--- src/rtl/alu_sequencer.sv ---
// Multi-cycle Z8 ALU sequencer: fetches operands, drives the external
// combinational ALU (chaining passes for INCW/DECW and DA), writes results
// back and owns the architectural FLAGS register.
module alu_sequencer (
  input  logic       clk,
  input  logic       reset,
  input  logic       start,
  output logic       ready,
  output logic       done,
  input  logic [4:0] op,
  input  logic [7:0] dst,
  input  logic [7:0] src,
  input  logic       srcImm,
  output logic [7:0] regAddr,
  input  logic [7:0] regRdData,
  output logic [7:0] regWrData,
  output logic       regWe,
  output logic [4:0] aluMode,
  output logic [7:0] aluA,
  output logic [7:0] aluB,
  output logic [7:0] aluFlags,
  input  logic [7:0] aluOut,
  input  logic [7:0] aluOutFlags,
  input  logic [7:0] flagsIn,
  input  logic       flagsWe,
  output logic [7:0] flags
);

  // ALU mode codes (alu.vh): two-operand ops have op[4]=0.
  localparam logic [4:0] ALU2_ADD  = 5'h00;
  localparam logic [4:0] ALU2_ADC  = 5'h01;
  localparam logic [4:0] ALU2_SUB  = 5'h02;
  localparam logic [4:0] ALU2_SBC  = 5'h03;
  localparam logic [4:0] ALU2_OR   = 5'h04;
  localparam logic [4:0] ALU2_AND  = 5'h05;
  localparam logic [4:0] ALU2_TCM  = 5'h06;
  localparam logic [4:0] ALU2_TM   = 5'h07;
  localparam logic [4:0] ALU2_CP   = 5'h08;
  localparam logic [4:0] ALU2_XOR  = 5'h09;
  localparam logic [4:0] ALU1_LD   = 5'h10;
  localparam logic [4:0] ALU1_CLR  = 5'h11;
  localparam logic [4:0] ALU1_COM  = 5'h12;
  localparam logic [4:0] ALU1_INC  = 5'h13;
  localparam logic [4:0] ALU1_DEC  = 5'h14;
  localparam logic [4:0] ALU1_DA   = 5'h15;
  localparam logic [4:0] ALU1_DA_H = 5'h16;
  localparam logic [4:0] ALU1_INCW = 5'h17;
  localparam logic [4:0] ALU1_DECW = 5'h18;

  typedef enum logic [2:0] {
    IDLE, RD_SRC, RD_DST, EXEC, RD_HI, EXEC_HI, DA_H
  } state_t;

  state_t     state, next;
  logic [4:0] op_q;
  logic [7:0] dst_q, src_q;
  logic [7:0] src_val, dst_val, lo_q, t_q, f_q;
  logic [7:0] hi_addr, lo_addr;
  logic       final_cyc;

  function automatic logic is_word(input logic [4:0] m);
    return (m == ALU1_INCW) || (m == ALU1_DECW);
  endfunction

  function automatic logic is_alu2(input logic [4:0] m);
    return !m[4];
  endfunction

  function automatic logic no_wb(input logic [4:0] m);
    return (m == ALU2_CP) || (m == ALU2_TM) || (m == ALU2_TCM);
  endfunction

  assign hi_addr = {dst_q[7:1], 1'b0};
  assign lo_addr = {dst_q[7:1], 1'b1};
  assign ready   = (state == IDLE);

  // State register
  always_ff @(posedge clk or posedge reset) begin
    if (reset) state <= IDLE;
    else       state <= next;
  end

  // Command latch, operand capture and intermediate-pass results
  always_ff @(posedge clk or posedge reset) begin
    if (reset) begin
      op_q    <= '0;
      dst_q   <= '0;
      src_q   <= '0;
      src_val <= '0;
      dst_val <= '0;
      lo_q    <= '0;
      t_q     <= '0;
      f_q     <= '0;
    end else begin
      case (state)
        IDLE: if (start) begin
          op_q    <= op;
          dst_q   <= dst;
          src_q   <= src;
          src_val <= src;
        end
        RD_SRC:        src_val <= regRdData;
        RD_DST, RD_HI: dst_val <= regRdData;
        EXEC: begin
          if (is_word(op_q)) lo_q <= aluOut;
          if (op_q == ALU1_DA) begin
            t_q <= aluOut;
            f_q <= aluOutFlags;
          end
        end
        default: ;
      endcase
    end
  end

  // FLAGS: ALU result on the final pass, external load only while idle
  always_ff @(posedge clk or posedge reset) begin
    if (reset)                 flags <= '0;
    else if (final_cyc)        flags <= aluOutFlags;
    else if (ready && flagsWe) flags <= flagsIn;
  end

  // Completion pulse in the cycle after the final ALU pass
  always_ff @(posedge clk or posedge reset) begin
    if (reset) done <= 1'b0;
    else       done <= final_cyc;
  end

  // Next state, register-file and ALU drive
  always_comb begin
    next      = state;
    regAddr   = '0;
    regWrData = '0;
    regWe     = 1'b0;
    aluMode   = '0;
    aluA      = '0;
    aluB      = '0;
    aluFlags  = flags;
    final_cyc = 1'b0;
    case (state)
      IDLE: if (start) begin
        if (op == ALU1_CLR)
          next = EXEC;
        else if (op == ALU1_LD)
          next = srcImm ? EXEC : RD_SRC;
        else if (is_alu2(op))
          next = srcImm ? RD_DST : RD_SRC;
        else
          next = RD_DST;
      end
      RD_SRC: begin
        regAddr = src_q;
        next    = (op_q == ALU1_LD) ? EXEC : RD_DST;
      end
      RD_DST: begin
        regAddr = is_word(op_q) ? lo_addr : dst_q;
        next    = EXEC;
      end
      EXEC: begin
        aluA = (op_q == ALU1_LD) ? src_val : dst_val;
        aluB = src_val;
        if (is_word(op_q)) begin
          // Low byte of the pair: plain INC/DEC, written but FLAGS untouched
          aluMode   = (op_q == ALU1_INCW) ? ALU1_INC : ALU1_DEC;
          regAddr   = lo_addr;
          regWe     = 1'b1;
          regWrData = aluOut;
          next      = RD_HI;
        end else if (op_q == ALU1_DA) begin
          aluMode = ALU1_DA;
          regAddr = dst_q;
          next    = DA_H;
        end else begin
          aluMode   = op_q;
          regAddr   = dst_q;
          regWe     = !no_wb(op_q);
          regWrData = regWe ? aluOut : '0;
          final_cyc = 1'b1;
          next      = IDLE;
        end
      end
      RD_HI: begin
        regAddr = hi_addr;
        next    = EXEC_HI;
      end
      EXEC_HI: begin
        aluMode   = (op_q == ALU1_INCW) ? ALU1_INCW : ALU1_DECW;
        aluA      = dst_val;
        aluB      = lo_q;
        regAddr   = hi_addr;
        regWe     = 1'b1;
        regWrData = aluOut;
        final_cyc = 1'b1;
        next      = IDLE;
      end
      DA_H: begin
        aluMode   = ALU1_DA_H;
        aluA      = t_q;
        aluFlags  = f_q;
        regAddr   = dst_q;
        regWe     = 1'b1;
        regWrData = {aluOut[7:4], t_q[3:0]};
        final_cyc = 1'b1;
        next      = IDLE;
      end
      default: next = IDLE;
    endcase
  end

endmodule

--- config.mk ---
export PLATFORM = sky130hd
export DESIGN_NAME = alu_sequencer
export DESIGN_NICKNAME = d
export VERILOG_FILES = /design/src/rtl/alu_sequencer.sv
export SDC_FILE = /design/constraint.sdc
export NUM_CORES = 1
export LEC_CHECK = 0
export ABC_AREA = 0
export CORE_ASPECT_RATIO = 1.25
export CORE_MARGIN = 2
export CORE_UTILIZATION = 40
export CTS_CLUSTER_DIAMETER = 150
export CTS_CLUSTER_SIZE = 40
export DETAILED_ROUTE_END_ITERATION = 10
export DONT_BUFFER_PORTS = 1
export GPL_TIMING_DRIVEN = 0
export PLACE_DENSITY_LB_ADDON = 0.12
export RECOVER_POWER = 25
export SYNTH_ARGS = -nofsm -noshare
export SYNTH_HDL_FRONTEND = slang
export SYNTH_SLANG_ARGS = --single-unit
export TNS_END_PERCENT = 1
--- constraint.sdc ---
create_clock -name clk -period 3.3 [get_ports clk]
set_clock_uncertainty 0.2 [all_clocks]
set_input_delay 0.495 -clock clk [delete_from_list [all_inputs] [get_ports clk]]
set_output_delay 0.495 -clock clk [all_outputs]
set_load 0.03 [all_outputs]
==> impl_metrics.tcl <==
set metrics [dict create \
    outcome "finished clean" \
    max_slew_violations 0 \
    gp_congestion 0.831 \
    die_height_um 112 \
    mappedNetlistNets 362 \
    design.portCount 114 \
    netlist_top_cells_count "dfrtp_1, mux2_2, a22o_1" \
    hold-path-endpoint "op_q[1]" \
    p_per_area_mw_per_mm2 1160 \
    fp.coreArea_sq_mm 0.00913 \
    final_hold_viol_count 0 \
    cts_inserted_buffers 9 \
    grt_first_pass_wirelength_mm 15.5 \
    layout.filler_cells 869 \
    finalSetupViolCount 0 \
    cts_tree "yes" \
    cp_cell_sequence "buf_2 > nand3b_1 > o21bai_1 > a221o_1" \
    final_layout_size_suffix_gt1_frac 0.348 \
    synth_area_sq_mm 0.00375 \
    layout.core_utilization 0.463 \
    remaining_drc_errors 0 \
    multiInputGateArea_sq_mm 0.00179 \
    worst_setup_path_start_kind "flip-flop" \
    critical_path.max_stage_delay_ps 670 \
    totalPowerFinal_w 0.00491 \
    detailedRoute.firstIterationViolations 130 \
    placed_cells 428 \
    htree_levels 3 \
    critical_path_arrival_ps 2400 \
    hold_path_class "input pin to flip-flop" \
    yosys.area.top_type_share 0.487 \
    max_cap_violations 0 \
    core.rowCount 39 \
    netlist_instances 304 \
    crit_family "compound AO/OA/AOI/OAI gates" \
    die_w_um 90.7 \
    fraction_of_synthesized_area_in_multiplexers 0.231 \
    cts_root_buffer "clkbuf_16" \
    final_cells 445 \
    initial_core_util 0.411 \
    grt_max_degree 47 \
    first_global_vias 2769 \
    clock-sinks 73 \
    synth-edff-count 0 \
    antenna_found_initial 0 \
    die_area_sq_mm 0.0102 \
    yosys.area_share.simple 0.0923 \
    buffer_ports.inserted 0 \
    final.setup.tns_ps 0 \
    synth.yosys.seq_area_share 0.487 \
    drt-pass1-iter-count 6 \
    power.static_leakage_nw 1.91 \
    post_synth_main_area_contributors "dfrtp_1, mux2_2, a22o_1" \
    holdCritStartpoint "op[1]" \
    post_synth_fa_ha_maj_area_fraction 0 \
    maxClockFrequency_ghz 0.323 \
    postSynthRegisterBits 73 \
    grt-ovfl-total 0 \
    area.growth.synth_to_final_pct 12.5 \
    post-route-worst-setup-slack_ps 207 \
    grt_setup_unrepaired "false" \
    drt-total-wl_mm 9.84 \
    synth_cell_type_count 48 \
    num_vias 2602 \
    cp.required_ps 2600 \
    reg2reg_from "state[1]" \
    synth_compound_area_frac 0.149 \
    synth.avg_cell_area_sq_um 12.4 \
    synth.largest_area_cell "dfrtp_1" \
    worst_slew_margin_relative_to_its_limit 0.159 \
    critPathKind "flip-flop to primary output" \
    n_antenna_cell 0 \
    worstSkewPairLatency_ps 330 \
    synth-xor-area-share 0.00233 \
    final_nets 375 \
    critical-path-slowest-cell "o21bai_1" \
    dp_hpwl_mm 7.34 \
    synth_top_family_by_area "multiplexers" \
    clk_pin_slew_ps 50 \
    final_antenna_net_count 0 \
    rrSetupSlack_ps 420 \
    end_kind "primary output" \
    fin_crit_ps 3090 \
    critical_path.reg2reg.endpoint "flags[4]" \
    cts.repair_timing.setup_buffer_count 0 \
    drt-wirelength-per-cell_um 22.1 \
    worst_ir_drop_vdd_v 0.000467 \
    whs_path_depth 2 \
    grt_usage 0.199 \
    synth_flop_cell "dfrtp_1" \
    critical_path_peak_fanout 10 \
    sequential_cell_area_sq_mm 0.00183 \
    tightest_slew_ps 1260 \
    critical_path_buf_inv_count 1 \
    avgViaCountPerCell 5.85 \
    yosys_warning_total 0 \
    synth-async-reset-ratio 1.00 \
    place_worst_setup_slack_ps 286 \
    period_share 0.937 \
    most_repeated_cell_in_the_gate_level_netlist_after_synthesis "dfrtp_1" \
    clk_path_buf_depth 2 \
    r2r.worst_path.cells 6 \
]
final cells by class:
| cell class | count | share of cell area |
|---|---|---|
| Clock inverter | 2 | 0.00237 |
| Multi-Input combinational cell | 202 | 0.423 |
| Tap cell | 123 | 0.0364 |
| Timing Repair Buffer | 2 | 0.00356 |
| Sequential cell | 73 | 0.433 |
| Buffer | 22 | 0.0284 |
| Clock buffer | 14 | 0.0673 |
| Inverter | 7 | 0.00652 |
metal layers:
metal,share of wire,track usage,up-vias
li1,-,-,1157
met2,0.50,0.328,102
met5,0,0,-
met1,0.40,0.237,1329
met4,0.020,0.0892,0
met3,0.079,0.0631,14
cells in the final DEF, fill, tap and decap left out, types with 3 or more instances in the layout:
cell type / instances
nor3_1: 3
inv_1: 6
mux2_1: 4
a221o_1: 8
nor2_1: 4
buf_4: 4
mux2_2: 72
nand2_1: 6
o21bai_1: 5
clkbuf_8: 4
a21oi_1: 7
nand3b_1: 3
and3_1: 9
nor2b_1: 6
a21o_1: 11
o21ai_0: 7
and2_1: 8
clkbuf_1: 7
clkbuf_16: 9
a22o_1: 23
buf_2: 8
dfrtp_1: 73
power breakdown:
group | internal [W] | switching [W]
clock network | 0.000589 | 0.000359
registers | 0.00132 | 0.000380
logic | 0.000867 | 0.00140
worst max path at each step:
| stage | startpoint | end | cells past startpoint | slack, ps |
|---|---|---|---|---|
| 6_report | state[2] | aluA[7] | 4 | 210 |
| 3_5_place_dp | state[1] | flags[4] | 6 | 290 |
| 3_3_place_gp | reset | t_q[2] | 1 | -180 |
| 5_1_grt | state[2] | aluA[6] | 4 | 40 |
| 4_1_cts | state[1] | aluMode[3] | 6 | 120 |
| 2_1_floorplan | state[1] | flags[4] | 6 | 740 |
per-stage QoR:
| stage | instance area, sq um | hold slack (ps) |
|---|---|---|
| after CTS | 4240 | 80.5 |
| after global placement | 3910 | 272 |
| after detailed placement | 3940 | 188 |
| after global routing | 4220 | 89.2 |
| after floorplan | 3750 | 252 |
| final | 4220 | 86.3 |
what timing repair did:
item                                   in CTS  in global routing
gates resized for setup                     0                  1
setup endpoints to repair                   0                  1
endpoints found under the hold margin      27                  0
hold buffers                                1                  0
kinds of logic after synthesis:
family / after synthesis
compound gates: 71
xor+xnor: 1
buf+inv: 29
flops: 73
mux: 77
simple gates: 53
flip-flops by register name (all words and copies together) (netlist names):
| signal | flops |
|---|---|
| f_q | 8 |
| op_q | 5 |
| done | 1 |
| src_q | 8 |
| src_val | 8 |
| t_q | 8 |
| lo_q | 8 |
| dst_val | 8 |
| state | 3 |
| flags | 8 |
| dst_q | 8 |
worst reg2reg max path, stage by stage, from the launching register on:
cell	delay, ps
dfrtp_1	360
buf_4	160
nor3_1	930
and2_1	240
clkbuf_2	230
mux2_2	360
mux2_1	290
Note: power is estimated with default switching activity, not from simulation.
